## config.mk

```make
export PLATFORM = sky130hd
export DESIGN_NAME = led_matrix_scan_driver
export DESIGN_NICKNAME = d
export VERILOG_FILES = /design/src/rtl/led_matrix_scan_driver.sv
export SDC_FILE = /design/constraint.sdc
export NUM_CORES = 1
export LEC_CHECK = 0
export CORE_MARGIN = 2
export CORE_UTILIZATION = 56
export DETAILED_ROUTE_END_ITERATION = 6
export GPL_TIMING_DRIVEN = 1
export PLACE_DENSITY = 0.87
export SLEW_MARGIN = 20
export SYNTH_ARGS = -nofsm -noshare
export SYNTH_HDL_FRONTEND = slang
export SYNTH_SLANG_ARGS = --single-unit
```

## constraint.sdc

```tcl
create_clock -name clk -period 18.8 [get_ports clk]
set_input_delay 1.88 -clock clk [delete_from_list [all_inputs] [get_ports clk]]
set_output_delay 1.88 -clock clk [all_outputs]
set_load 0.05 [all_outputs]
```

## src/rtl/led_matrix_scan_driver.sv

```systemverilog
// led_matrix_scan_driver: multiplexed row-scan driver for NUM_DIGITS LED matrices with a
// double-buffered frame store, frame-synchronous swap and per-row sampled PWM brightness.
module led_matrix_scan_driver #(
    parameter int NUM_DIGITS = 4,
    parameter int ROWS       = 8,
    parameter int COLS       = 8,
    parameter int SCAN_DIV   = 1024,
    parameter int PWM_BITS   = 4,
    localparam int DW = (NUM_DIGITS > 1) ? $clog2(NUM_DIGITS) : 1,
    localparam int RW = (ROWS > 1) ? $clog2(ROWS) : 1,
    localparam int PW = (SCAN_DIV > 1) ? $clog2(SCAN_DIV) : 1
) (
    input  logic                       clk,
    input  logic                       rst,
    input  logic                       load_valid,
    output logic                       load_ready,
    input  logic [DW-1:0]              load_digit,
    input  logic [RW-1:0]              load_row,
    input  logic [COLS-1:0]            load_bits,
    input  logic                       commit,
    input  logic [PWM_BITS-1:0]        brightness,
    output logic [ROWS-1:0]            row_sel,
    output logic [NUM_DIGITS*COLS-1:0] col_data,
    output logic                       frame_start
);
    logic [COLS-1:0] bank_q [2][NUM_DIGITS][ROWS];
    logic [COLS-1:0] bank_d [2][NUM_DIGITS][ROWS];
    logic sel_q, sel_d, pend_q, pend_d, init_q, init_d, fb_q, fb_d;
    logic frame_start_q, frame_start_d;
    logic [PW-1:0] pre_q, pre_d;
    logic [RW-1:0] r_q, r_d;
    logic [PWM_BITS-1:0] p_q, p_d, bright_q, bright_d;
    logic [ROWS-1:0] row_sel_q, row_sel_d;
    logic [NUM_DIGITS*COLS-1:0] col_data_q, col_data_d;
    logic tick, wrap, wr;

    assign load_ready  = !pend_q;
    assign row_sel     = row_sel_q;
    assign col_data    = col_data_q;
    assign frame_start = frame_start_q;

    always_comb begin
        tick     = pre_q == PW'(SCAN_DIV - 1);
        wrap     = tick && (r_q == RW'(ROWS - 1));
        wr       = load_valid && !pend_q;
        pre_d    = tick ? '0 : pre_q + PW'(1);
        r_d      = tick ? (wrap ? '0 : r_q + RW'(1)) : r_q;
        p_d      = p_q + PWM_BITS'(1);
        init_d   = 1'b0;
        // init_q marks the first clock after reset so brightness is captured then too
        bright_d = (tick || init_q) ? brightness : bright_q;
        pend_d   = (wrap && pend_q) ? 1'b0 : (commit && !pend_q) ? 1'b1 : pend_q;
        sel_d    = sel_q ^ (wrap && pend_q);
        fb_d     = wrap;
        bank_d   = bank_q;
        if (wr && (32'(load_digit) < NUM_DIGITS) && (32'(load_row) < ROWS))
            bank_d[!sel_q][load_digit][load_row] = load_bits;
        row_sel_d     = ROWS'(1) << r_q;
        frame_start_d = fb_q;
        col_data_d    = '0;
        for (int d = 0; d < NUM_DIGITS; d++)
            col_data_d[d*COLS +: COLS] = (p_q < bright_q) ? bank_q[sel_q][d][r_q] : '0;
    end

    always_ff @(posedge clk or posedge rst) begin
        if (rst) begin
            bank_q        <= '{default: '0};
            sel_q         <= 1'b0;
            pend_q        <= 1'b0;
            init_q        <= 1'b1;
            fb_q          <= 1'b0;
            pre_q         <= '0;
            r_q           <= '0;
            p_q           <= '0;
            bright_q      <= '0;
            row_sel_q     <= '0;
            col_data_q    <= '0;
            frame_start_q <= 1'b0;
        end else begin
            bank_q        <= bank_d;
            sel_q         <= sel_d;
            pend_q        <= pend_d;
            init_q        <= init_d;
            fb_q          <= fb_d;
            pre_q         <= pre_d;
            r_q           <= r_d;
            p_q           <= p_d;
            bright_q      <= bright_d;
            row_sel_q     <= row_sel_d;
            col_data_q    <= col_data_d;
            frame_start_q <= frame_start_d;
        end
    end
endmodule

```

==> impl_metrics.tcl, run 1 <==
set metrics [dict create \
    status "finished, final reports clean" \
    crit_type "input pin to async pin" \
    yosysWarnings 0 \
    synth_edf_count 0 \
    die_area_mm2 0.0471 \
    routedWlPerCell_um 23.6 \
    clock-sinks 578 \
    synth_cell_types 40 \
    synth_nets 1637 \
    cp-start-kind "input pin" \
    worstHoldStart "fb_q" \
    placed_cells 2164 \
    port_buffers 62 \
    finalHoldViolCount 0 \
    cts-hold-fix-buffers 0 \
    cts_tree "built" \
    drc_errors 0 \
    post_cts_resized 0 \
    die_y_um 217 \
    cts_made_buffers 57 \
    holdPathStages 0 \
    hold_class "flop to flop" \
    dpl.hpwl_um 32400 \
    synthCells 1605 \
    vias 14000 \
    htree_levels 2 \
    post-route-period-util_pct 21.7 \
    synth_xor_area_share_pct 0.345 \
    synthSimpleGateAreaFrac_pct 2.45 \
    core_mm2 0.0451 \
    rrSetupSlack_ns 15.36 \
    synth_adder_area_share_pct 0.541 \
    critical_path_arrival_ns 4.69 \
    cts_buffer_depth 3 \
    whs_endpoint "frame_start" \
    grt_max_degree 181 \
    endpoint_kind "async pin" \
    syn_avg_cell_area_um2 15.8 \
    die_x_um 217 \
    drv_slew 0 \
    place.gp.congestion 0.776 \
    setup_viol_count_final 0 \
    ant_nets 0 \
    drive_gt1_share_pct 45.2 \
    final_common_cell "dfrtp_1" \
    ys.flop_type "dfrtp_1" \
    num_rows 78 \
    clkTransAtPathRegs_ns 0.06 \
    dr.first_iter.drc_count 1013 \
    final_cell_mix "dfrtp_1 (575), mux2_2 (509), mux4_2 (128)" \
    initial_core_util_pct 56.4 \
    io_pins 63 \
    fillers 3104 \
    vdd_ir_drop_max_uv 89.9 \
    fmax_mhz 246 \
    cp_max_fo 96 \
    tightest_slew_ns 1.15 \
    regToRegEndpoint "bank_q[406]" \
    r2r_cells 4 \
    dr.pass1.iters 5 \
    synth_top_family_by_area "multiplexers" \
    finalNonFillerCells 2271 \
    period_needed_ns 4.07 \
    timing.slew.headroom_pct 23.5 \
    clk_latency_ns 0.62 \
    muxShareOfSynthArea_pct 36.8 \
    grt_pass1_vias 15200 \
    crit_required_ns 19.42 \
    r2r_start "sel_q" \
    finalSetupTns_ns 0 \
    syn-cell-area_mm2 0.0254 \
    synthArstFlopShare_pct 100 \
    area_growth_pct 11.7 \
    post_cts_buffers 0 \
    grt_use_total_pct 23.8 \
    synth-seq-cells 578 \
    synth-compound-area-share_pct 0.994 \
    overflow 0 \
    skew_ns 0.0194 \
    antenna_found_initial 3 \
    leakagePower_uw 0.0138 \
    wl_um 53600 \
    grt_pass1_wl_um 86800 \
    seq_area_frac_synth_pct 56.9 \
    grt_setup_unrepaired "no" \
    cap_violations 0 \
    routed_via_density 6.17 \
    powerDensity_mw_per_mm2 87.5 \
    cts-root-buf "clkbuf_16" \
    final_nets 1655 \
]
[cell type report]
type	instances	area [um^2]	area share, %
diodes	1	2.50	0.00882
clock buffers	88	1670	5.87
clock inverters	18	226	0.798
inverters	11	50.0	0.176
multi-input cells	899	10500	36.9
flip-flops and latches	578	14500	51.0
well taps	600	751	2.64
repair buffers	76	737	2.60
[worst max-delay path, cell delays in order]
cell	delay, ns
clkdlybuf4s50_1	0.50
inv_8	0.48
buf_4	0.82
buf_4	0.79
[sequential cells by signal, summed over array words and instances, names as in the netlist, 3 cells and up]
register,count
bank_q,512
col_data,32
pre_q,10
row_sel,8
bright_q,4
p_q,4
r_q,3
[metal layers]
| layer | global-route usage [%] | share of wire (%) | vias to the layer above |
|---|---|---|---|
| met4 | 7.19 | 2.6 | 4 |
| met5 | 0 | 0.062 | - |
| met1 | 33.4 | 43 | 7560 |
| met2 | 38.1 | 49 | 373 |
| li1 | - | - | 5957 |
| met3 | 4.50 | 5.1 | 114 |
[worst max-delay path by stage]
stage	startpoint	endpoint	slack, ns	cells past startpoint
6_report	rst	bank_q[229]	14.73	4
5_1_grt	rst	bank_q[253]	14.27	4
4_1_cts	rst	bank_q[253]	14.67	4
3_5_place_dp	rst	bank_q[253]	14.04	4
3_3_place_gp	rst	bank_q[239]	14.15	4
2_1_floorplan	rst	bank_q[0]	0.75	1
[cells in the mapped netlist (all sizes together), types with 5 or more instances]
cell type  count  area (um^2)
o22ai         32          200
ha            11          138
mux2         516         5810
xnor2          5         43.8
buf           34          150
mux2i         65          651
inv           10         37.5
clkbuf        83          312
dfrtp        577        14400
mux4         128         2880
nor2          48          180
xor2           5         43.8
nor2b          5         31.3
and2           7         43.8
nand2b         7         43.8
nand3          6         30.0
nand2         32          120
[logic make-up after synthesis]
| kind of cell | after synthesis |
|---|---|
| muxes | 709 |
| DFF | 578 |
| and+or+nand+nor | 128 |
| buffers and inverters | 128 |
| AOI/OAI and AO/OA | 40 |
| adders and majority gates | 11 |
| xor gates and xnor gates | 10 |
| other | 1 |
[power by group]
group / switching [uW] / total, uW / internal, uW
Sequential: 5.32 / 1260 / 1250
Combinational: 52.7 / 68.5 / 15.9
Clock: 477 / 1150 / 676
[through the flow]
| step | util, % | cell area [um^2] | worst slack, ns | hold WS [ns] | total power, uW |
|---|---|---|---|---|---|
| 4_1_cts | 62.9 | 28400 | 14.67 | 0.350 | 2500 |
| 5_1_grt | 63.0 | 28400 | 14.27 | 0.351 | 2560 |
| 6_report | 63.0 | 28400 | 14.73 | 0.348 | 2480 |
| 3_3_place_gp | 58.6 | 26400 | 14.15 | 0.336 | 1350 |
| 3_5_place_dp | 58.7 | 26500 | 14.04 | 0.336 | 1350 |
| 2_1_floorplan | - | 25400 | 0.751 | 0.331 | 1330 |
No activity file was read; power rests on OpenSTA's default activity.
==> inputs of run 2 (changes only) <==
==> constraint.sdc (replaced) <==
create_clock -name clk -period 3.6 [get_ports clk]
set_input_delay 0.36 -clock clk [delete_from_list [all_inputs] [get_ports clk]]
set_output_delay 0.36 -clock clk [all_outputs]
set_load 0.05 [all_outputs]
==> run 2 against run 1 <==
  * Power grew to 5.4 times the previous value
  * Die area stayed put
  * Global-route usage is 1.1 points higher
  * Sequential share of layout area is 1.0 points lower
  * Combinational power grew to 5.6 times the previous value
  * Count of clock-buffer cells in the layout is 9 lower
  * Non-clock buffer count is 49 higher
  * Setup slack worse by 14 ns
  * Flip-flop and latch count stayed put
  * First-iteration DRC count is 9.3% higher
  * Critical path type is now flop to flop
  * Largest cell class unchanged
  * Largest power group unchanged
  * Highest routed layer is now met4
==> impl_metrics.tcl, run 2 (same netlist as run 1, synthesis figures left out) <==
set metrics [dict create \
    dr.pass1.iters 5 \
    htree_levels 2 \
    cap_violations 0 \
    die_x_um 217 \
    cts_tree "built" \
    final_util_pct 64.2 \
    fillers 3019 \
    routedWlPerCell_um 24.3 \
    cts-hold-fix-buffers 0 \
    timing.final.ws_setup_ns 0.955 \
    clk_latency_ns 0.61 \
    dr.first_iter.drc_count 1107 \
    post_cts_buffers 0 \
    hold_class "input pin to async pin" \
    regMostFlops "bank_q" \
    final_cell_mix "dfrtp_1 (575), mux2_2 (509), mux4_2 (128)" \
    ant_nets 0 \
    setup_viol_count_final 0 \
    finalSetupTns_ns 0 \
    timing.slew.headroom_pct 40.8 \
    cts_buffer_depth 3 \
    clock-sinks 578 \
    cp_max_fo 21 \
    final_nets 1702 \
    io_pins 63 \
    crit_type "flop to flop" \
    grt_pass1_vias 15600 \
    hold_slack_ns 0.177 \
    skew_ns 0.0217 \
    post-route-period-util_pct 73.5 \
    die_y_um 217 \
    drv_slew 0 \
    clkTransAtPathRegs_ns 0.06 \
    cp-start-kind "flop" \
    dpl.hpwl_um 34200 \
    crit_required_ns 4.09 \
    ff_latch_area_mm2 0.0145 \
    post_cts_resized 0 \
    finalHoldViolCount 0 \
    port_buffers 62 \
    grt_use_total_pct 24.9 \
    wl_um 56400 \
    place.gp.congestion 0.792 \
    crit_slowest_cell "dfrtp_4" \
    leakagePower_uw 0.0142 \
    vias 14300 \
    place_ws_ns 0.703 \
    cts-root-buf "clkbuf_16" \
    critical_path_arrival_ns 3.13 \
    overflow 0 \
    drive_gt1_share_pct 47.1 \
    initial_core_util_pct 56.4 \
    core_mm2 0.0451 \
    crit_chain "or3b_1 -> nor3_2 -> nand2_1 -> mux2_2" \
    die_area_mm2 0.0471 \
    cts_made_buffers 55 \
    grt_pass1_wl_um 90100 \
    final_common_cell "dfrtp_1" \
    critPathMaxStageDelay_ns 0.64 \
    antenna_found_initial 1 \
    fmax_mhz 378 \
    tightest_slew_ns 0.884 \
    period_needed_ns 2.64 \
    largest_register_ffs 512 \
    drc_errors 0 \
    multiInputGateArea_mm2 0.0105 \
    powerDensity_mw_per_mm2 460 \
    status "finished, final reports clean" \
    vdd_ir_drop_max_uv 447 \
    area_growth_pct 13.9 \
    routed_via_density 6.18 \
    placed_cells 2213 \
    finalNonFillerCells 2316 \
    num_rows 78 \
    endpoint_kind "flop" \
    grt_setup_unrepaired "no" \
    r2r_cells 4 \
    grt_max_degree 138 \
]
-- run 2: cell count changes in the layout (fill, tap and decap cells not counted), sizes merged --
cell,delta
buf,+49
diode,+1
clkinv,-3
clkinvlp,+1
clkbuf,-9
bufinv,+6
-- run 2: layer usage --
metal	GRT usage [%]	wire (um)
met5	0	0
met4	8.01	1440
met3	4.84	3520
met2	40.8	27800
met1	33.9	23600
-- run 2: worst paths after layout --
kind                       startpoint          end  slack (ns)
max                             sel_q  bank_q[238]        0.96
min                               rst  bank_q[412]        0.18
max reg2reg                     sel_q  bank_q[238]        0.96
min reg2reg                      fb_q  frame_start        0.36
max in group asynchronous         rst  bank_q[467]        2.30
min in group clk               commit       pend_q        0.35
-- run 2: power breakdown --
| part | switching, uW | internal (uW) |
|---|---|---|
| registers | 28.0 | 6550 |
| clock network | 2480 | 3870 |
| logic | 285 | 96.9 |
| total | 2790 | 10500 |
-- run 2: worst max-delay path: cells and delay by family (launching register included) --
kind          cells  cell delay [ns]
mux               1             0.42
simple gates      3             1.44
flops             1             0.64
-- run 2: cell type report --
class                           instances  share of cell area [%]
Sequential cell                       578                    50.0
Timing Repair Buffer                  125                    4.15
Tap cell                              600                    2.59
Multi-Input combinational cell        899                    36.2
Inverter                               11                   0.164
Clock inverter                         22                    1.41
Antenna cell                            2                  0.0173
Clock buffer                           79                    5.52
-- run 2: metrics by stage --
step                      cell area, um^2  power [uW]
after global routing                29000       13700
after floorplan                     25400        6940
after CTS                           29000       13400
after global placement              26900        7060
after detailed placement            26900        7080
final                               29000       13300
